File: src/rtl/reorder_buffer_commit_if.sv
// Handshake bundle between dispatch/execute logic and the reorder buffer,
// including the retirement write port that drives the logical register file.
//   master : dispatch/execute side (drives alloc_* and cmp_*, observes retirement)
//   slave  : reorder buffer (accepts alloc_*/cmp_*, drives alloc_ready/alloc_tag
//            and the registered retirement outputs)
interface reorder_buffer_commit_if #(
    parameter int TAG_W = 4
);
    logic             alloc_valid;
    logic             alloc_reg_write;
    logic [4:0]       alloc_rd;
    logic             alloc_ready;
    logic [TAG_W-1:0] alloc_tag;
    logic             cmp_valid;
    logic [TAG_W-1:0] cmp_tag;
    logic [31:0]      cmp_data;
    logic             Reg_write;
    logic [4:0]       logical_address;
    logic [31:0]      write_data;
    logic             commit_valid;

    modport master (
        output alloc_valid, alloc_reg_write, alloc_rd,
        output cmp_valid, cmp_tag, cmp_data,
        input  alloc_ready, alloc_tag,
        input  Reg_write, logical_address, write_data, commit_valid
    );

    modport slave (
        input  alloc_valid, alloc_reg_write, alloc_rd,
        input  cmp_valid, cmp_tag, cmp_data,
        output alloc_ready, alloc_tag,
        output Reg_write, logical_address, write_data, commit_valid
    );
endinterface

File: src/rtl/reorder_buffer_commit.sv
// In-order retirement buffer feeding the logical register file write port.
// Dispatch allocates entries at the tail in program order, execution units
// mark entries done by tag in any order, and the head retires (one per cycle)
// once done. Only retired results appear on Reg_write/logical_address/write_data.
// Ports:
//   clk    : rising-edge clock
//   reset  : asynchronous active-low reset
//   flush  : synchronous squash of every in-flight entry
//   bus    : alloc/complete handshake and registered retirement outputs
//   count  : occupied entries (0..DEPTH)
//   empty  : count == 0
//   full   : count == DEPTH
// DEPTH must be a power of two (>= 4) with TAG_W = log2(DEPTH), so head/tail
// wrap naturally through their own overflow.
module reorder_buffer_commit #(
    parameter int DEPTH = 16,
    parameter int TAG_W = 4
) (
    input  logic                 clk,
    input  logic                 reset,
    input  logic                 flush,
    reorder_buffer_commit_if.slave bus,
    output logic [TAG_W:0]       count,
    output logic                 empty,
    output logic                 full
);
    localparam logic [TAG_W:0] DEPTH_C = (TAG_W+1)'(DEPTH);

    logic [DEPTH-1:0] ent_valid;
    logic [DEPTH-1:0] ent_done;
    logic [DEPTH-1:0] ent_rw;
    logic [4:0]       ent_rd   [DEPTH];
    logic [31:0]      ent_data [DEPTH];

    logic [TAG_W-1:0] head;
    logic [TAG_W-1:0] tail;
    logic             do_alloc;
    logic             do_commit;
    logic             do_cmp;

    assign full            = (count == DEPTH_C);
    assign empty           = (count == '0);
    // A same-cycle commit does not open a slot: alloc_ready looks at full only.
    assign bus.alloc_ready = !full;
    assign bus.alloc_tag   = tail;

    assign do_alloc  = bus.alloc_valid && !full;
    assign do_commit = ent_valid[head] && ent_done[head];
    // The tail slot is only valid when the buffer is full, in which case no
    // allocation can happen, so allocation always wins over a completion there.
    assign do_cmp    = bus.cmp_valid && ent_valid[bus.cmp_tag];

    always_ff @(posedge clk or negedge reset) begin
        if (!reset) begin
            head      <= '0;
            tail      <= '0;
            count     <= '0;
            ent_valid <= '0;
            ent_done  <= '0;
        end else if (flush) begin
            head      <= '0;
            tail      <= '0;
            count     <= '0;
            ent_valid <= '0;
            ent_done  <= '0;
        end else begin
            if (do_cmp) begin
                ent_done[bus.cmp_tag] <= 1'b1;
            end
            if (do_commit) begin
                ent_valid[head] <= 1'b0;
                head            <= head + TAG_W'(1);
            end
            // Head and tail only coincide when empty (no commit) or full
            // (no alloc), so this never collides with the commit clear above.
            if (do_alloc) begin
                ent_valid[tail] <= 1'b1;
                ent_done[tail]  <= 1'b0;
                tail            <= tail + TAG_W'(1);
            end
            case ({do_alloc, do_commit})
                2'b10:   count <= count + (TAG_W+1)'(1);
                2'b01:   count <= count - (TAG_W+1)'(1);
                default: count <= count;
            endcase
        end
    end

    // Payload fields are qualified by valid/done, so they need no reset.
    always_ff @(posedge clk) begin
        if (do_alloc && !flush) begin
            ent_rw[tail] <= bus.alloc_reg_write;
            ent_rd[tail] <= bus.alloc_rd;
        end
        if (do_cmp && !flush) begin
            ent_data[bus.cmp_tag] <= bus.cmp_data;
        end
    end

    always_ff @(posedge clk or negedge reset) begin
        if (!reset) begin
            bus.Reg_write       <= 1'b0;
            bus.commit_valid    <= 1'b0;
            bus.logical_address <= '0;
            bus.write_data      <= '0;
        end else if (flush) begin
            bus.Reg_write    <= 1'b0;
            bus.commit_valid <= 1'b0;
        end else if (do_commit) begin
            bus.commit_valid    <= 1'b1;
            bus.logical_address <= ent_rd[head];
            bus.write_data      <= ent_data[head];
            // Register 0 is hardwired, so a retirement to it never writes.
            bus.Reg_write       <= ent_rw[head] && (ent_rd[head] != 5'd0);
        end else begin
            bus.Reg_write    <= 1'b0;
            bus.commit_valid <= 1'b0;
        end
    end
endmodule
File: src/flat_wrapper.sv
// flat-port wrapper written by rule: the top's interface ports become plain ports
module reorder_buffer_commit_flat 
#(
    parameter int DEPTH = 16,
    parameter int TAG_W = 4
)
  (clk, reset, flush, count, empty, full, bus_alloc_valid, bus_alloc_reg_write, bus_alloc_rd, bus_cmp_valid, bus_cmp_tag, bus_cmp_data, bus_alloc_ready, bus_alloc_tag, bus_Reg_write, bus_logical_address, bus_write_data, bus_commit_valid);
  reorder_buffer_commit_if #(.TAG_W(TAG_W)) bus_i ();
  input  logic clk;
  input  logic reset;
  input  logic flush;
  output logic [TAG_W:0] count;
  output logic empty;
  output logic full;
  input wire logic [$bits(bus_i.alloc_valid)-1:0] bus_alloc_valid;
  input wire logic [$bits(bus_i.alloc_reg_write)-1:0] bus_alloc_reg_write;
  input wire logic [$bits(bus_i.alloc_rd)-1:0] bus_alloc_rd;
  input wire logic [$bits(bus_i.cmp_valid)-1:0] bus_cmp_valid;
  input wire logic [$bits(bus_i.cmp_tag)-1:0] bus_cmp_tag;
  input wire logic [$bits(bus_i.cmp_data)-1:0] bus_cmp_data;
  output wire logic [$bits(bus_i.alloc_ready)-1:0] bus_alloc_ready;
  output wire logic [$bits(bus_i.alloc_tag)-1:0] bus_alloc_tag;
  output wire logic [$bits(bus_i.Reg_write)-1:0] bus_Reg_write;
  output wire logic [$bits(bus_i.logical_address)-1:0] bus_logical_address;
  output wire logic [$bits(bus_i.write_data)-1:0] bus_write_data;
  output wire logic [$bits(bus_i.commit_valid)-1:0] bus_commit_valid;
  assign bus_i.alloc_valid = bus_alloc_valid;
  assign bus_i.alloc_reg_write = bus_alloc_reg_write;
  assign bus_i.alloc_rd = bus_alloc_rd;
  assign bus_i.cmp_valid = bus_cmp_valid;
  assign bus_i.cmp_tag = bus_cmp_tag;
  assign bus_i.cmp_data = bus_cmp_data;
  assign bus_alloc_ready = bus_i.alloc_ready;
  assign bus_alloc_tag = bus_i.alloc_tag;
  assign bus_Reg_write = bus_i.Reg_write;
  assign bus_logical_address = bus_i.logical_address;
  assign bus_write_data = bus_i.write_data;
  assign bus_commit_valid = bus_i.commit_valid;
  reorder_buffer_commit #(.DEPTH(DEPTH), .TAG_W(TAG_W)) u_core (.clk(clk), .reset(reset), .flush(flush), .bus(bus_i), .count(count), .empty(empty), .full(full));
endmodule
File: config.mk
export PLATFORM = sky130hd
export DESIGN_NAME = reorder_buffer_commit_flat
export DESIGN_NICKNAME = d
export VERILOG_FILES = /design/src/rtl/reorder_buffer_commit_if.sv /design/src/rtl/reorder_buffer_commit.sv /design/src/flat_wrapper.sv
export SDC_FILE = /design/constraint.sdc
export NUM_CORES = 1
export LEC_CHECK = 0
export CAP_MARGIN = 20
export CORE_MARGIN = 2
export CORE_UTILIZATION = 35
export CTS_CLUSTER_SIZE = 20
export DETAILED_ROUTE_END_ITERATION = 12
export GPL_TIMING_DRIVEN = 0
export HOLD_SLACK_MARGIN = 0.06
export MAX_ROUTING_LAYER = met4
export PLACE_DENSITY = 0.51
export SYNTH_ARGS = -nofsm -noshare
export SYNTH_HDL_FRONTEND = slang
export SYNTH_SLANG_ARGS = --single-unit
File: constraint.sdc
create_clock -name clk -period 12.62 [get_ports clk]
set_clock_uncertainty 0.2 [all_clocks]
set_input_delay 3.786 -clock clk [delete_from_list [all_inputs] [get_ports clk]]
set_output_delay 3.786 -clock clk [all_outputs]
set_load 0.02 [all_outputs]
==> summary.md <==
| Metric | Value |
|---|---|
| Status | complete, no violations |
| Sequential fraction of the synthesis area | 74.8% |
| CTS buffer count | 77 |
| Hold Worst Slack | 0.290 ns |
| Number of hold violations in the final report | 0 |
| DRC errors left | 0 |
| Final Instance Count excl. Fillers | 2,645 |
| Antenna violations before repair | 5 |
| Initial drt markers | 1,195 |
| Startpoint of the most critical register-to-register path | u_core.head[1]$_DFFE_PN0P_ |
| Count of pins on the block boundary | 98 |
| Routed wire length per instance | 26.1 um |
| Synthesized Nets | 1,311 |
| Synthesized area per cell | 21.7 um2 |
| Flop2flop setup slack | 8.77 ns |
| RSZ-0062 raised after global routing | no |
| Clock tree from TritonCTS | done |
| CP Data Arrival Time | 7.61 ns |
| Worst reg2reg endpoint | u_core.count[3]$_DFFE_PN0P_ |
| Vias in the first global route | 14,345 |
| Insertion delay of the later-clocked pin in the worst-skew pair | 0.62 ns |
| Routed via count divided by cell count | 5.23 |
| R2r worst-path depth | 12 |
| DP Cell Count | 2,493 |
| Count of unique library cells instantiated by Yosys | 52 |
| Count of port buffers added during placement | 93 |
| Leftover overflow at the end of global routing | 0 |
| Fin util | 42.9% |
| DRT Pass-1 Iters | 6 |
| Max Buffers Root-to-Sink | 3 |
| Kind of start point of the critical path | input pin |
| Data required time of the critical path | 12.75 ns |
| Die height | 283 um |
| Total Nets Final | 1,594 |
| CTS sink cnt | 692 |
| Hold-critical path depth | 2 |
| Number of gates given a new drive strength after cts | 0 |
| Transition time at the pin with the least slew margin | 1.07 ns |
| Routed vias | 13,825 |
| Routability-driven placement congestion ratio | 0.869 |
| Prevailing post-synth register cell | edfxtp_1 |
| Worst setup path class | in2reg |
| Number of slew-limit violations in the final report | 0 |
| Number of setup violations in the final report | 0 |
| Endpoint with the worst hold slack | u_core.ent_done[1]$_DFF_PN0_ |
| Final antenna-violating net count | 0 |
| Power density over the cells | 148 nW/um2 |
| Post-synth design cell area | 27,200 um2 |
| Endpoint class of the critical path | flip-flop |
| Maximum VDD drop | 0.0000953 V |
| Max-slew headroom | 28.3% |
| Sum of net half-perimeters after detailed placement | 47.1 mm |
| Final worst-path cycle share | 59.2% |
| Buffers inserted during post-CTS setup optimization | 0 |
| Die Outline Area | 80,000 um2 |
| Minimum clock period after layout | 7.48 ns |
| Ratio of cells with drive above 1 in the final layout | 34.2% |
| Floorplan die width | 283 um |
| Synth-to-Final Area Change | 21.8% |
| Wire length of the first global-routing pass | 100 mm |
| Synthesized netlist cell count | 1,254 |
| Leak pwr | 10.8 nW |
| Total power of the final layout | 0.00491 W |
| Proportion of register bits with asynchronous set or reset after synthesis | 12.1% |
| Highest-count cells in the layout ignoring fill and taps | 608 x edfxtp_1, 195 x mux4_2, 92 x clkdlybuf4s50_1 |
| Worst-path clk slew | 0.06 ns |
| Core area | 77,200 um2 |
| Total Wirelength | 69.1 mm |
| CTS root buf | clkbuf_16 |
| Placement row count | 102 |
| Timing-limited maximum frequency | 134 MHz |
| Max Cap Viol | 0 |
| Fill cells | 6,702 |
| Starting density of the core | 35.2% |
| Number of synthesized register bits | 692 |
| Number of H-tree branching levels | 3 |
| Hold_sp | u_core.ent_done[1]$_DFF_PN0_ |
| Largest driver fanout on the critical path | 10 |
| Total global routing track utilization | 18.1% |
| Maximum number of pins on one net before global-route repair | 60 |
| Hold WC Path Type | reg2reg |
| Number of flops mapped to enable cells by yosys | 608 |
| Most common library cell in the layout ignoring fill and taps | edfxtp_1 |
| Yosys warning count | 0 |
| Hold buffer count at cts | 0 |
metal layers:
layer / global-route usage [%] / share of wire (%) / wire (um)
met5: - / 0 / 0
met3: 3.00 / 5.3 / 3690
met2: 29.3 / 50 / 34300
met4: 4.48 / 1.8 / 1240
met1: 24.0 / 43 / 29800
Yosys cell counts, drive strengths merged, types with 2 or more instances:
master    n  area [um2]
mux4    195        4390
nand3b    3        22.5
o32ai     3        26.3
a211oi    4        30.0
nand4     6        37.5
clkbuf   26        97.6
nor4     13        81.3
o31a      6        52.6
nand2b    5        31.3
o211a     2        20.0
or3       2        12.5
a311oi    4        35.0
xor2      3        26.3
dfrtp    84        2100
nand3    19        95.1
mux2i     4        40.0
xnor2     5        43.8
a31o     15         131
o21ai     6        30.0
nand2    28         105
buf      45         264
inv      14        52.6
o221ai    2        17.5
mux2     45         544
ha       10         125
a31oi     9        56.3
nor2b     8        50.1
o211ai    3        22.5
nor3     13        65.1
nor2     35         131
edfxtp  608       18300
and3      2        12.5
a21oi     8        40.0
and2      5        36.3
or4       2        15.0
area by class of cell:
class                      instances  area (um2)  area share, %
clock inverter                    43         445           1.34
buffer                            71         362           1.09
timing repair buffer             204        1940           5.85
multi-input combinational        477        6530           19.7
antenna                            4        10.0         0.0302
sequential                       692       20400           61.4
clock buffer                     100        2150           6.47
inverter                          14        52.6          0.159
tap                             1040        1300           3.93
critical path, cell delays in order:
cell and delay (ns):
clkdlybuf4s50_1 0.59, clkbuf_1 0.46, mux4_2 0.31, mux2i_1 0.06, nand2_1 0.10, o2111ai_1 0.36, clkbuf_1 0.39, nor4_2 0.71
buf_4 0.31, buf_4 0.19, buf_4 0.16, buf_4 0.16
flip-flops by register name (all words and copies together) (netlist names):
signal                      count
u_core.ent_rd                  80
u_core.bus.alloc_tag            4
u_core.ent_valid               16
u_core.ent_done                16
u_core.count                    5
u_core.ent_data               512
u_core.bus.Reg_write            1
u_core.head                     4
u_core.bus.write_data          32
u_core.ent_rw                  16
u_core.bus.logical_address      5
u_core.bus.commit_valid         1
worst max path at each step:
stage / from / endpoint / slack [ns] / cells past startpoint
5_1_grt: bus_cmp_tag[1] / u_core.ent_data[6][12]$_DFFE_PP_ / 4.92 / 12
2_1_floorplan: bus_cmp_tag[0] / u_core.ent_data[10][0]$_DFFE_PP_ / 3.87 / 8
4_1_cts: bus_cmp_tag[1] / u_core.ent_data[6][12]$_DFFE_PP_ / 5.16 / 12
6_report: bus_cmp_tag[1] / u_core.ent_data[7][1]$_DFFE_PP_ / 5.14 / 12
3_5_place_dp: bus_cmp_tag[1] / u_core.ent_data[6][7]$_DFFE_PP_ / 4.50 / 12
3_3_place_gp: bus_cmp_tag[1] / u_core.ent_data[8][4]$_DFFE_PP_ / -2.06 / 9
power by group:
part / switching, W / internal (W) / leakage [nW]
logic: 0.0000805 / 0.0000490 / 2.95
registers: 0.00000964 / 0.00251 / 6.63
clock network: 0.000930 / 0.00133 / 1.26
total: 0.00102 / 0.00389 / 10.8
cell families after synthesis:
logic type / count (synthesis) / share of synthesized area, %
flops: 692 / 74.8
mux: 244 / 18.3
simple gates: 145 / 2.68
buf+inv: 85 / 1.52
compound gates: 70 / 1.96
fa+ha+maj: 10 / 0.460
xor+xnor: 8 / 0.258
per-stage QoR:
stage | TNS, ns | cell area [um2] | worst slack [ns]
global route | 0 | 33100 | 4.92
floorplan | 0 | 27200 | 3.87
detailed placement | 0 | 30500 | 4.50
CTS | 0 | 33100 | 5.16
global placement | -612.15 | 29400 | -2.06
finish | 0 | 33100 | 5.14
(Power assumes the default switching activity.)
